### src/rtl/serial_adder.sv
// serial_adder: digit-serial adder. It adds DIGIT_WIDTH bits per clock, starting
// at the least-significant digit, and keeps the carry in a register between
// digits. Operands and results each use a valid/ready handshake.
// Optional build macro: SERIAL_ADDER_SUBTRACT_EN adds the Sub_In port, which
// selects A - B, computed as A + ~B + 1.
module serial_adder #(
    parameter int DATA_WIDTH  = 16,
    parameter int DIGIT_WIDTH = 4
) (
    input  logic                  Clock_In,
    input  logic                  Reset_n_In,
    input  logic [DATA_WIDTH-1:0] Data_A_In,
    input  logic [DATA_WIDTH-1:0] Data_B_In,
    input  logic                  Carry_In,
`ifdef SERIAL_ADDER_SUBTRACT_EN
    input  logic                  Sub_In,
`endif
    input  logic                  Start_Valid_In,
    output logic                  Start_Ready_Out,
    output logic                  Result_Valid_Out,
    input  logic                  Result_Ready_In,
    output logic [DATA_WIDTH-1:0] Sum_Out,
    output logic                  Carry_Out,
    output logic                  Overflow_Out
);

    localparam int SAFE_DIGIT = (DIGIT_WIDTH < 1) ? 1 : DIGIT_WIDTH;
    localparam int N          = DATA_WIDTH / SAFE_DIGIT;
    localparam int K_W        = (N > 1) ? $clog2(N) : 1;
    localparam logic [K_W-1:0] K_LAST = K_W'(N - 1);

    // Illegal width combinations stop elaboration.
    generate
        if ((DATA_WIDTH < 1) || (DIGIT_WIDTH < 1) || ((DATA_WIDTH % SAFE_DIGIT) != 0)) begin : g_bad_params
            $error("serial_adder: DIGIT_WIDTH must be >= 1 and divide DATA_WIDTH >= 1");
        end
    endgenerate

    typedef enum logic [1:0] {
        IDLE = 2'd0,
        BUSY = 2'd1,
        DONE = 2'd2
    } state_t;

    state_t                  r_state;
    logic [DATA_WIDTH-1:0]   r_a;
    logic [DATA_WIDTH-1:0]   r_b;
    logic                    r_carry;
    logic [K_W-1:0]          r_k;
    logic [DATA_WIDTH-1:0]   r_sum;
    logic                    r_cout;
    logic                    r_ovf;
    logic                    r_start_ready;
    logic                    r_result_valid;

    logic [DATA_WIDTH-1:0]   w_b_load;
    logic                    w_c_load;
    logic [DIGIT_WIDTH:0]    w_digit_sum;
    logic                    w_ovf;
    logic [DATA_WIDTH-1:0]   w_sum_next;

    // Select the operand B and initial carry that are latched on accept
    // (in subtract mode, B is inverted and the +1 enters as the carry).
    always_comb begin
        // NOTE: every signal written here gets a default first, so no path can
        // leave it unassigned and infer a latch.
        w_b_load = Data_B_In;
        w_c_load = Carry_In;
`ifdef SERIAL_ADDER_SUBTRACT_EN
        if (Sub_In) begin
            w_b_load = ~Data_B_In;
            w_c_load = 1'b1;
        end
`endif
    end

    // One digit add. The operand registers shift right, so the current digit
    // is always in the low bits. The sum shifts in from the top, so after N
    // digits it is in place.
    always_comb begin
        w_digit_sum = {1'b0, r_a[DIGIT_WIDTH-1:0]}
                    + {1'b0, r_b[DIGIT_WIDTH-1:0]}
                    + {{DIGIT_WIDTH{1'b0}}, r_carry};
        // Carry into the MSB is recovered from the MSB sum bit and its operand bits.
        w_ovf       = w_digit_sum[DIGIT_WIDTH]
                    ^ (w_digit_sum[DIGIT_WIDTH-1] ^ r_a[DIGIT_WIDTH-1] ^ r_b[DIGIT_WIDTH-1]);
        w_sum_next  = (r_sum >> DIGIT_WIDTH)
                    | (DATA_WIDTH'(w_digit_sum[DIGIT_WIDTH-1:0]) << (DATA_WIDTH - DIGIT_WIDTH));
    end

    // Control FSM with the datapath and all outputs registered.
    always_ff @(posedge Clock_In or negedge Reset_n_In) begin
        // NOTE: the internal registers are reset as well as the state, so an
        // aborted operation leaves nothing behind and the outputs start at 0.
        if (!Reset_n_In) begin
            r_state        <= IDLE;
            r_a            <= '0;
            r_b            <= '0;
            r_carry        <= 1'b0;
            r_k            <= '0;
            r_sum          <= '0;
            r_cout         <= 1'b0;
            r_ovf          <= 1'b0;
            r_start_ready  <= 1'b1;
            r_result_valid <= 1'b0;
        end else begin
            // NOTE: non-blocking assignments, so every register updates from the
            // values it had before the edge, whatever the statement order.
            case (r_state)
                IDLE: begin
                    if (Start_Valid_In && r_start_ready) begin
                        r_a           <= Data_A_In;
                        r_b           <= w_b_load;
                        r_carry       <= w_c_load;
                        r_k           <= '0;
                        r_start_ready <= 1'b0;
                        r_state       <= BUSY;
                    end
                end
                BUSY: begin
                    r_a     <= r_a >> DIGIT_WIDTH;
                    r_b     <= r_b >> DIGIT_WIDTH;
                    r_carry <= w_digit_sum[DIGIT_WIDTH];
                    r_sum   <= w_sum_next;
                    r_k     <= r_k + 1'b1;
                    if (r_k == K_LAST) begin
                        r_cout         <= w_digit_sum[DIGIT_WIDTH];
                        r_ovf          <= w_ovf;
                        r_result_valid <= 1'b1;
                        r_state        <= DONE;
                    end
                end
                DONE: begin
                    if (Result_Ready_In) begin
                        r_result_valid <= 1'b0;
                        r_start_ready  <= 1'b1;
                        r_state        <= IDLE;
                    end
                end
                default: begin
                    r_result_valid <= 1'b0;
                    r_start_ready  <= 1'b1;
                    r_state        <= IDLE;
                end
            endcase
        end
    end

    assign Start_Ready_Out  = r_start_ready;
    assign Result_Valid_Out = r_result_valid;
    assign Sum_Out          = r_sum;
    assign Carry_Out        = r_cout;
    assign Overflow_Out     = r_ovf;

endmodule

### config.mk
export PLATFORM = sky130hd
export DESIGN_NAME = serial_adder
export DESIGN_NICKNAME = d
export VERILOG_FILES = /design/src/rtl/serial_adder.sv
export SDC_FILE = /design/constraint.sdc
export NUM_CORES = 1
export LEC_CHECK = 0
export ABC_AREA = 1
export CORE_ASPECT_RATIO = 0.7
export CORE_MARGIN = 10
export CORE_UTILIZATION = 30
export DETAILED_ROUTE_END_ITERATION = 7
export SETUP_SLACK_MARGIN = 0.2
export SLEW_MARGIN = 5
export SYNTH_ARGS = -nofsm -noshare
export SYNTH_HDL_FRONTEND = slang
export SYNTH_SLANG_ARGS = --single-unit
### constraint.sdc
create_clock -name Clock_In -period 2.1 [get_ports Clock_In]
set_input_delay 0.525 -clock Clock_In [delete_from_list [all_inputs] [get_ports Clock_In]]
set_output_delay 0.525 -clock Clock_In [all_outputs]
set_load 0.02 [all_outputs]
==> summary.md, run 1 <==
| Metric | Value |
|---|---|
| Run status | completed |
| P_leak | roughly 1.6 nW |
| Global-route wire length before repair | about 11 mm |
| Tightest Pin Transition | around 520 ps |
| Cts hold-fix bufs | 0 |
| Port bufs | between 50 and 60 |
| Tcrit/Tclk final | approximately 87% |
| Crit-path slowest cell | clkdlybuf4s50_1 |
| Post-route cell area | around 3700 um^2 |
| Vias in the first global route | between 2000 and 2500 |
| GP Congestion | between 0.7 and 0.8 |
| Core Box Area | around 8600 um^2 |
| Slew HR | between 60% and 70% |
| Max Cap Viol | 0 |
| Final setup violating endpoints | 0 |
| Most common cell in the netlist | nand2_1 |
| RR Endpoint | Overflow_Out |
| CTS tree | yes |
| Most frequent cells after synthesis | 57 x nand2_1, 56 x dfrtp_1, 30 x inv_1 |
| Slowest cell delay on critical path | just over 600 ps |
| Sink Count | 57 |
| Depth of the most critical reg-to-reg path | 12 |
| Layout cells sized above 1 | between 10% and 20% |
| Worst EP required | 1570 ps |
| Crit path capture type | primary output |
| Boundary Pins | 57 |
| Switching share of power | ~40% |
| CTS max path bufs | 2 |
| Slew Limit Fails | 0 |
| Min-delay worst type | in2async |
| Vias per inst | ~4.4 |
| Layout Area Growth over Synthesis | 36.5% |
| Largest net degree at the start of global routing | between 40 and 50 |
| Post-synthesis cell count | around 290 |
| Ordered list of cells on the worst path | clkdlybuf4s50_1 |
| Final hold viol count | 0 |
| Clock Latency Late Sink | approximately 320 ps |
| Yosys reg bits | 57 |
| Reg2Reg Launch Point | r_b[0] |
| Initial antenna violation count | 0 |
| Vias | roughly 2100 |
| FILL cells | 870 |
| Rows | 28 |
| Clock Pin Slew Worst Setup and Hold Paths | 50 ps |
| Main synth FF type | dfrtp_1 |
| Int Pwr | approximately 3.9 mW |
| Area contributors post-synth | dfrtp_1 52%, a211oi_2 9.2%, nand2_1 7.9% |
| Buf+Inv Stages, Crit Path | 1 |
| 1st-iter DRT viols | between 100 and 150 |
| DIE WIDTH | between 100 and 150 um |
| Register area share after synthesis | 52.6% |
| Cts bufs inserted | 9 |
| Share of the synthesized area in the top cell type | approximately 52% |
| Family with the most delay on the worst path | buffers and inverters |
| Minimum clock period | between 1500 and 2000 ps |
| Total negative slack | 0 ps |
| Area leader, netlist | dfrtp_1 |
| All-Layer GR Usage | ~10% |
| Nets@finish | 390 |
| Hpwl dp | roughly 4.7 mm |
| Worst hold margin | 187 ps |
| Sequential Power Share | 30.4% |
| Clock power share | about a quarter |
| CP startpoint kind | register |
| Combinational power share | approximately 46% |
| Average wire per standard cell | approximately 14 um |
| Antenna-violating nets left | 0 |
| Die Area | between 10000 and 15000 um^2 |
| Pwr dens | ~1700 nW/um^2 |
| Max Clock Freq | about 550 MHz |
| Worst R2R Setup Slack | ~370 ps |
| Switching power | 2.53 mW |
| Final WL | approximately 6.6 mm |
| Setup Skew | about 4.7 ps |
| Pre-Repair DR Iteration Count | 4 |
| Post-Syn Nets | about 330 |
| Clk Tree Root Cell | clkbuf_16 |
| VDD IR max | between 0.5 and 0.6 mV |
| Initial Utilization | approximately a third |
| Post-synth EDFFs | 0 |
| Placement Cell Area | between 3000 and 4000 um^2 |
| Die Ht | between 90 and 100 um |
| ANT cells | 0 |
| Setup Crit Path Kind | reg2out |
| Avg Inst Size Synth | ~9.4 um^2 |
| Ys async rst share | 100% |
| GRT overflow | 0 |
| RSZ-0062 raised after global routing | no |
| Synth cell types | 26 |
| CP max FO | 3 |
| CP arrival | between 1000 and 1500 ps |
| Post-Syn Area | ~2700 um^2 |
| CTS H-tree lvls | 3 |
| DRC | 0 |
| Ys Warns | 0 |
## how the worst max path moves through the flow
stage | start | to | slack, ps | cells after the start
2_1_floorplan | r_a[0] | Overflow_Out | 440 | 12
3_3_place_gp | Start_Valid_In | r_k[1] | 250 | 5
3_5_place_dp | Start_Valid_In | r_b[1] | 200 | 5
4_1_cts | Sum_Out[13] | Sum_Out[13] | 250 | 1
5_1_grt | r_b[0] | Overflow_Out | 200 | 12
6_report | Sum_Out[13] | Sum_Out[13] | 280 | 1
## registers in the layout (all words and copies together), names as in the netlist, 2 cells and up
register,count
r_state,2
r_k,2
r_b,16
Sum_Out,16
r_a,16
## routing by layer
metal	GRT usage, %	up-vias	routed length [um]
met5	0	-	0
met4	2.50	0	36
met3	4.62	5	434
met2	14.2	59	2740
met1	14.1	964	3370
li1	-	1066	-
## final cells by class
cell class	instances	area, um^2	area share (%)
Multi-Input combinational cell	184	1080	29.1
Clock inverter	2	35.0	0.946
Timing Repair Buffer	61	604	16.3
Clock buffer	13	280	7.57
Inverter	34	130	3.51
Tap cell	120	150	4.05
Sequential cell	57	1430	38.5
## stage by stage
step / util, % / setup WS [ps] / power (mW) / instances
after floorplan: - / 437 / 4.11 / 288
after global placement: 39.3 / 250 / 4.88 / 456
after detailed placement: 39.3 / 201 / 4.96 / 456
after CTS: 42.9 / 253 / 6.49 / 471
after global routing: 43.0 / 204 / 6.97 / 471
final: 43.0 / 277 / 6.42 / 471
## power groups by stage
stage / clock network, mW / registers (mW) / logic (mW)
finish: 1.50 / 1.95 / 2.97
global route: 1.59 / 2.02 / 3.36
CTS: 1.53 / 1.95 / 3.00
detailed placement: 0 / 1.97 / 3.00
global placement: 0 / 1.96 / 2.93
floorplan: 0 / 2.11 / 2.00
## cells by family after synthesis
| group | Yosys count | share of synthesized area [%] |
|---|---|---|
| compound gates | 56 | 16.5 |
| fa+ha+maj | 6 | 3.32 |
| buf+inv | 47 | 8.02 |
| flops | 57 | 52.6 |
| simple gates | 122 | 19.6 |
## repair_timing
action                                 CTS  global route
endpoints found under the hold margin    0             0
resized for setup                        1             2
cloned                                   0             0
setup buffers                            0             0
setup endpoints to repair                1             1
## layout by cell type (no fill, tap or decap), drive strengths merged, types with 2 or more instances in the layout
master         Yosys  final
a21oi              4      4
clkbuf             2     13
nor3              25     25
fa                 2      2
nand2             59     59
a211oi            24     24
o21ai             25     25
nor2              29     29
clkdlybuf4s50      0     54
dfrtp             56     56
nand3              8      8
ha                 4      4
buf               11      6
inv               34     34
Power figures use the tool's default switching activity.
==> run 2, diff against run 1 <==
CORE_ASPECT_RATIO = 0.9   (was 0.7)
GPL_ROUTABILITY_DRIVEN = 0   (was not set)
==> summary.md, run 2 (synthesis gave the netlist of run 1 again) <==
| Metric | Value |
|---|---|
| Run status | completed |
| CTS tree | yes |
| Nets@finish | 393 |
| Slew HR | a little over two thirds |
| Layout cells sized above 1 | between 10% and 20% |
| Final setup violating endpoints | 0 |
| RSZ-0062 raised after global routing | yes |
| Global-route wire length before repair | between 10 and 15 mm |
| Minimum clock period | between 1500 and 2000 ps |
| Final hold viol count | 0 |
| Layout Area Growth over Synthesis | 32.9% |
| Slew Limit Fails | 0 |
| Initial Utilization | a little under a third |
| Buf+Inv Stages, Crit Path | 1 |
| Crit-path slowest cell | clkdlybuf4s50_1 |
| Largest net degree at the start of global routing | 58 |
| Setup Crit Path Kind | reg2out |
| CTS H-tree lvls | 3 |
| DIE WIDTH | around 120 um |
| Die Ht | between 100 and 150 um |
| Vias per inst | between 4 and 5 |
| Most frequent cells in the layout | 57 x nand2_1, 56 x dfrtp_1, 51 x clkdlybuf4s50_1, 30 x inv_1, 28 x nor2_1 |
| Antenna-violating nets left | 0 |
| P_leak | between 1.5 and 2 nW |
| Worst hold margin | roughly 200 ps |
| Clock Pin Slew Worst Setup and Hold Paths | ~60 ps |
| 1st-iter DRT viols | around 140 |
| Min-delay worst type | in2async |
| CP max FO | 3 |
| Boundary Pins | 57 |
| Family with the most delay on the worst path | buffers and inverters |
| Cts bufs inserted | 9 |
| Final WL | approximately 6.3 mm |
| Slowest cell delay on critical path | roughly 620 ps |
| Max Cap Viol | 0 |
| Port bufs | 56 |
| GRT overflow | 0 |
| Util after Layout | roughly 42% |
| Tightest Pin Transition | roughly 440 ps |
| Sink Count | 57 |
| Pre-Repair DR Iteration Count | 4 |
| ANT cells | 0 |
| Average wire per standard cell | around 13 um |
| Crit path capture type | primary output |
| Max Clock Freq | 543 MHz |
| Core Box Area | about 8700 um^2 |
| Setup WS pre-CTS | around 210 ps |
| Initial antenna violation count | 0 |
| Rows | 32 |
| CP arrival | ~1300 ps |
| Most common cell after layout, fill and taps aside | nand2_1 |
| Pwr dens | ~1600 nW/um^2 |
| Clock Latency Late Sink | 320 ps |
| CP startpoint kind | register |
| Vias | roughly 2100 |
| Worst EP required | 1570 ps |
| Ordered list of cells on the worst path | clkdlybuf4s50_1 |
| Setup Skew | 7.39 ps |
| Hpwl dp | roughly 4.5 mm |
| DRC | 0 |
| CTS max path bufs | 2 |
| Vias in the first global route | between 2000 and 2500 |
| Total negative slack | 0 ps |
| Tcrit/Tclk final | about 90% |
| Clk Tree Root Cell | clkbuf_8 |
| VDD IR max | roughly 0.51 mV |
| Die Area | around 13000 um^2 |
| All-Layer GR Usage | about 10% |
| Total power | 5.90 mW |
| Final worst slack | ~260 ps |
run 2: what timing repair did:
action,in CTS,in global routing
gates resized for setup,1,5
setup endpoints to repair,1,4
hold buffers,0,0
setup buffers,0,2
run 2: layout make-up:
type | instances | area [um^2]
clock buffers | 13 | 149
clock inverters | 3 | 40.0
fillers | 885 | 5080
inverters | 34 | 130
multi-input cells | 184 | 1080
flip-flops and latches | 57 | 1430
well taps | 119 | 149
repair buffers | 64 | 634
run 2: worst register-to-register path, delay by kind of cell, from the launching register on:
family / cells / cell delay [ps]
adders and majority gates: 2 / 570
buffers and inverters: 2 / 160
DFF: 1 / 390
and+or+nand+nor: 8 / 560
run 2: path summary, 6_finish.rpt:
kind | end | cells past startpoint | slack [ps] | start
hold reg to reg | Sum_Out[0] | 2 | 480 | Sum_Out[0]
min in group Clock_In | Sum_Out[0] | 2 | 480 | Sum_Out[0]
max in group asynchronous | Start_Ready_Out | 2 | 1590 | Reset_n_In
setup reg to reg | Overflow_Out | 12 | 380 | r_a[0]
hold / removal | Sum_Out[1] | 2 | 200 | Reset_n_In
setup / recovery | Sum_Out[7] | 1 | 260 | Sum_Out[7]
run 2: per-stage QoR:
step | area, um^2 | instances
3_5_place_dp | 3390 | 456
3_3_place_gp | 3390 | 456
2_1_floorplan | 2720 | 288
5_1_grt | 3610 | 474
4_1_cts | 3580 | 472
6_report | 3610 | 474
run 2: where the power goes:
part / switching [mW] / leakage, nW / internal, mW / total [mW]
logic: 1.75 / 0.843 / 1.23 / 2.98
clock network: 0.408 / 0.0974 / 0.578 / 0.986
registers: 0.294 / 0.689 / 1.64 / 1.94
total: 2.45 / 1.63 / 3.45 / 5.90
run 2: metal layers:
layer,up-vias,global-route usage [%],part of all wire [%]
met5,-,0,0
met4,0,3.01,0.24
met3,2,3.66,6.4
met2,59,14.6,44
met1,984,13.6,49
li1,1071,-,-
==> run 3, diff against run 2 <==
clock period = 1.5 ns   (was 2.1 ns; I/O delays follow)
==> summary.md, run 3 (synthesis gave the netlist of run 1 again) <==
| Metric | Value |
|---|---|
| Core Box Area | 8690 um^2 |
| Hold Crit Depth | 2 |
| Minimum clock period | approximately 1700 ps |
| Sequential Power Share | between 20% and 30% |
| Most frequent cells in the layout | 56 x dfrtp_1, 48 x nand2_1, 35 x clkdlybuf4s50_1, 28 x inv_1, 23 x a211oi_2 |
| Final WL | 7.81 mm |
| Register Area | approximately 1400 um^2 |
| Rows | 32 |
| Most common cell after layout, fill and taps aside | dfrtp_1 |
| Crit. Startpoint | r_a[0] |
| Slew HR | around 69% |
| Pwr dens | 2460 nW/um^2 |
| Tcrit/Tclk final | 113% |
| 1st-iter DRT viols | 97 |
| Slew Limit Fails | 0 |
| Total negative slack | -525 ps |
| Worst Setup EP | Overflow_Out |
| CP dominant cell by count | nand2_1 |
| Vias per inst | about 4.6 |
| Worst EP required | between 1500 and 2000 ps |
| RSZ-0062 raised after global routing | yes |
| Reg2Reg Launch Point | r_a[0] |
| Vias in the first global route | approximately 2400 |
| Setup Skew | slightly above 8 ps |
| P_leak | 2.00 nW |
| Layout cells sized above 1 | between 40% and 50% |
| Min-delay worst type | reg2reg |
| CTS H-tree lvls | 3 |
| Total power | between 10 and 15 mW |
| Average wire per standard cell | between 15 and 20 um |
| Max Cap Viol | 0 |
| Cts bufs inserted | 9 |
| Clk Tree Root Cell | clkbuf_8 |
| Die Ht | between 100 and 150 um |
| Final hold viol count | 0 |
| Boundary Pins | between 50 and 60 |
| All-Layer GR Usage | 11.2% |
| Area of the multi-input gates | ~1500 um^2 |
| Die Area | between 10000 and 15000 um^2 |
| Hpwl dp | roughly 4.9 mm |
| Max Clock Freq | approximately 600 MHz |
| Depth of the most critical reg-to-reg path | 12 |
| FILL cells | 777 |
| Port bufs | 56 |
| VDD IR max | a little under 0.9 mV |
| Final worst slack | -190 ps |
| Ordered list of cells on the worst path | fa_2 -> inv_2 -> fa_2 -> inv_2 -> nand3_4 -> nand2_4 -> nand2_1 -> nand2_1 -> nand2_1 -> nand2_1 -> nand2_1 -> nand2_1 |
| Clock Latency Late Sink | 340 ps |
| Crit path capture type | register |
| Int Pwr | about 6.4 mW |
| CP startpoint kind | register |
| Global-route wire length before repair | between 10 and 15 mm |
| Initial antenna violation count | 0 |
| GRT overflow | 0 |
| Combinational power share | approximately 62% |
| Failing checks | negative setup slack |
| Clock power share | 13.3% |
| CTS max path bufs | 2 |
| Tightest Pin Transition | around 470 ps |
| Run status | finished with violations |
| Slowest cell delay on critical path | roughly 410 ps |
| Final setup violating endpoints | 4 |
| Layout Area Growth over Synthesis | 67.1% |
| Crit-path slowest cell | dfrtp_1 |
| CTS tree | yes |
| Largest net degree at the start of global routing | 34 |
| RR Endpoint | Overflow_Out |
| Antenna-violating nets left | 0 |
| Nets@finish | roughly 430 |
| Worst R2R Setup Slack | -190 ps |
| Switching power | 4.77 mW |
| Vias | 2324 |
| Switching share of power | roughly 43% |
| Setup Crit Path Kind | reg2reg |
| Initial Utilization | between 30% and 40% |
| Sink Count | 57 |
| DRC | 0 |
| Pre-Repair DR Iteration Count | 4 |
| CP arrival | about 1900 ps |
| ANT cells | 0 |
| DIE WIDTH | roughly 120 um |
| Clock Pin Slew Worst Setup and Hold Paths | around 60 ps |
| CP max FO | 4 |
[run 3: cell types whose count changed in the layout (fill, tap and decap cells not counted), moves of 6 or more]
| cell | change |
|---|---|
| buf_2 | +16 |
| nor3_1 | -24 |
| o21ai_0 | -12 |
| nor3_4 | +22 |
| nor2_1 | -13 |
| nand2_2 | +6 |
| nand2_1 | -9 |
| o21ai_2 | +8 |
| nor2_4 | +13 |
| buf_12 | +6 |
| buf_6 | +7 |
| clkdlybuf4s50_1 | -16 |
| buf_4 | +12 |
[run 3: worst min path at each step]
stage,start,slack (ps),end
after floorplan,Reset_n_In,80,Carry_Out
after global placement,Reset_n_In,360,Sum_Out[3]
final,Sum_Out[0],480,Sum_Out[0]
after global routing,r_k[0],520,r_k[0]
after detailed placement,Reset_n_In,360,Sum_Out[3]
after CTS,Sum_Out[0],490,Sum_Out[0]
[run 3: per-stage QoR]
stage	std cells	utilization [%]	hold WS, ps	worst slack (ps)	instance area (um^2)
global placement	468	40.6	362	-99.3	3530
floorplan	288	-	79.4	-61.3	2730
CTS	492	46.9	485	-156	4070
global route	508	52.2	525	-315	4540
finish	508	52.2	480	-190	4540
detailed placement	468	40.6	357	-161	3530
[run 3: worst max-delay path: cells and delay by family (launching register included)]
| kind | cells | cell delay (ps) |
|---|---|---|
| buffers and inverters | 2 | 110 |
| AND/OR/NAND/NOR | 8 | 480 |
| flip-flops | 1 | 410 |
| adder cells (fa/ha/maj) | 2 | 590 |
[run 3: repair_timing]
action                                 CTS  global route
setup endpoints to repair               54            49
hold buffers                             1             0
pin swaps                               17            24
endpoints found under the hold margin   12             0
cloned                                   0             6
resized for setup                      162            68
setup buffers                            7            10
[run 3: area by class of cell]
class / instances / area share [%]
Multi-Input combinational cell: 184 / 34.0
Sequential cell: 57 / 31.5
Timing Repair Buffer: 97 / 23.1
Clock buffer: 14 / 3.81
Tap cell: 119 / 3.28
Inverter: 34 / 3.25
Clock inverter: 2 / 0.772
Timing Repair inverter: 1 / 0.359
[run 3: routing by layer]
metal | global-route usage [%] | vias up | share of wire (%)
met5 | 0 | - | 0
met4 | 2.32 | 0 | 0.54
met3 | 4.58 | 3 | 6.5
met2 | 18.5 | 65 | 48
met1 | 13.6 | 1104 | 45
li1 | - | 1152 | -
[run 3: power by group through the flow]
stage	Clock [mW]	Sequential, mW	Combinational [mW]
detailed placement	0	2.74	4.71
floorplan	0	2.96	2.85
finish	1.49	2.79	6.89
global route	1.59	2.89	7.55
global placement	0	2.71	4.60
CTS	1.54	2.73	5.50
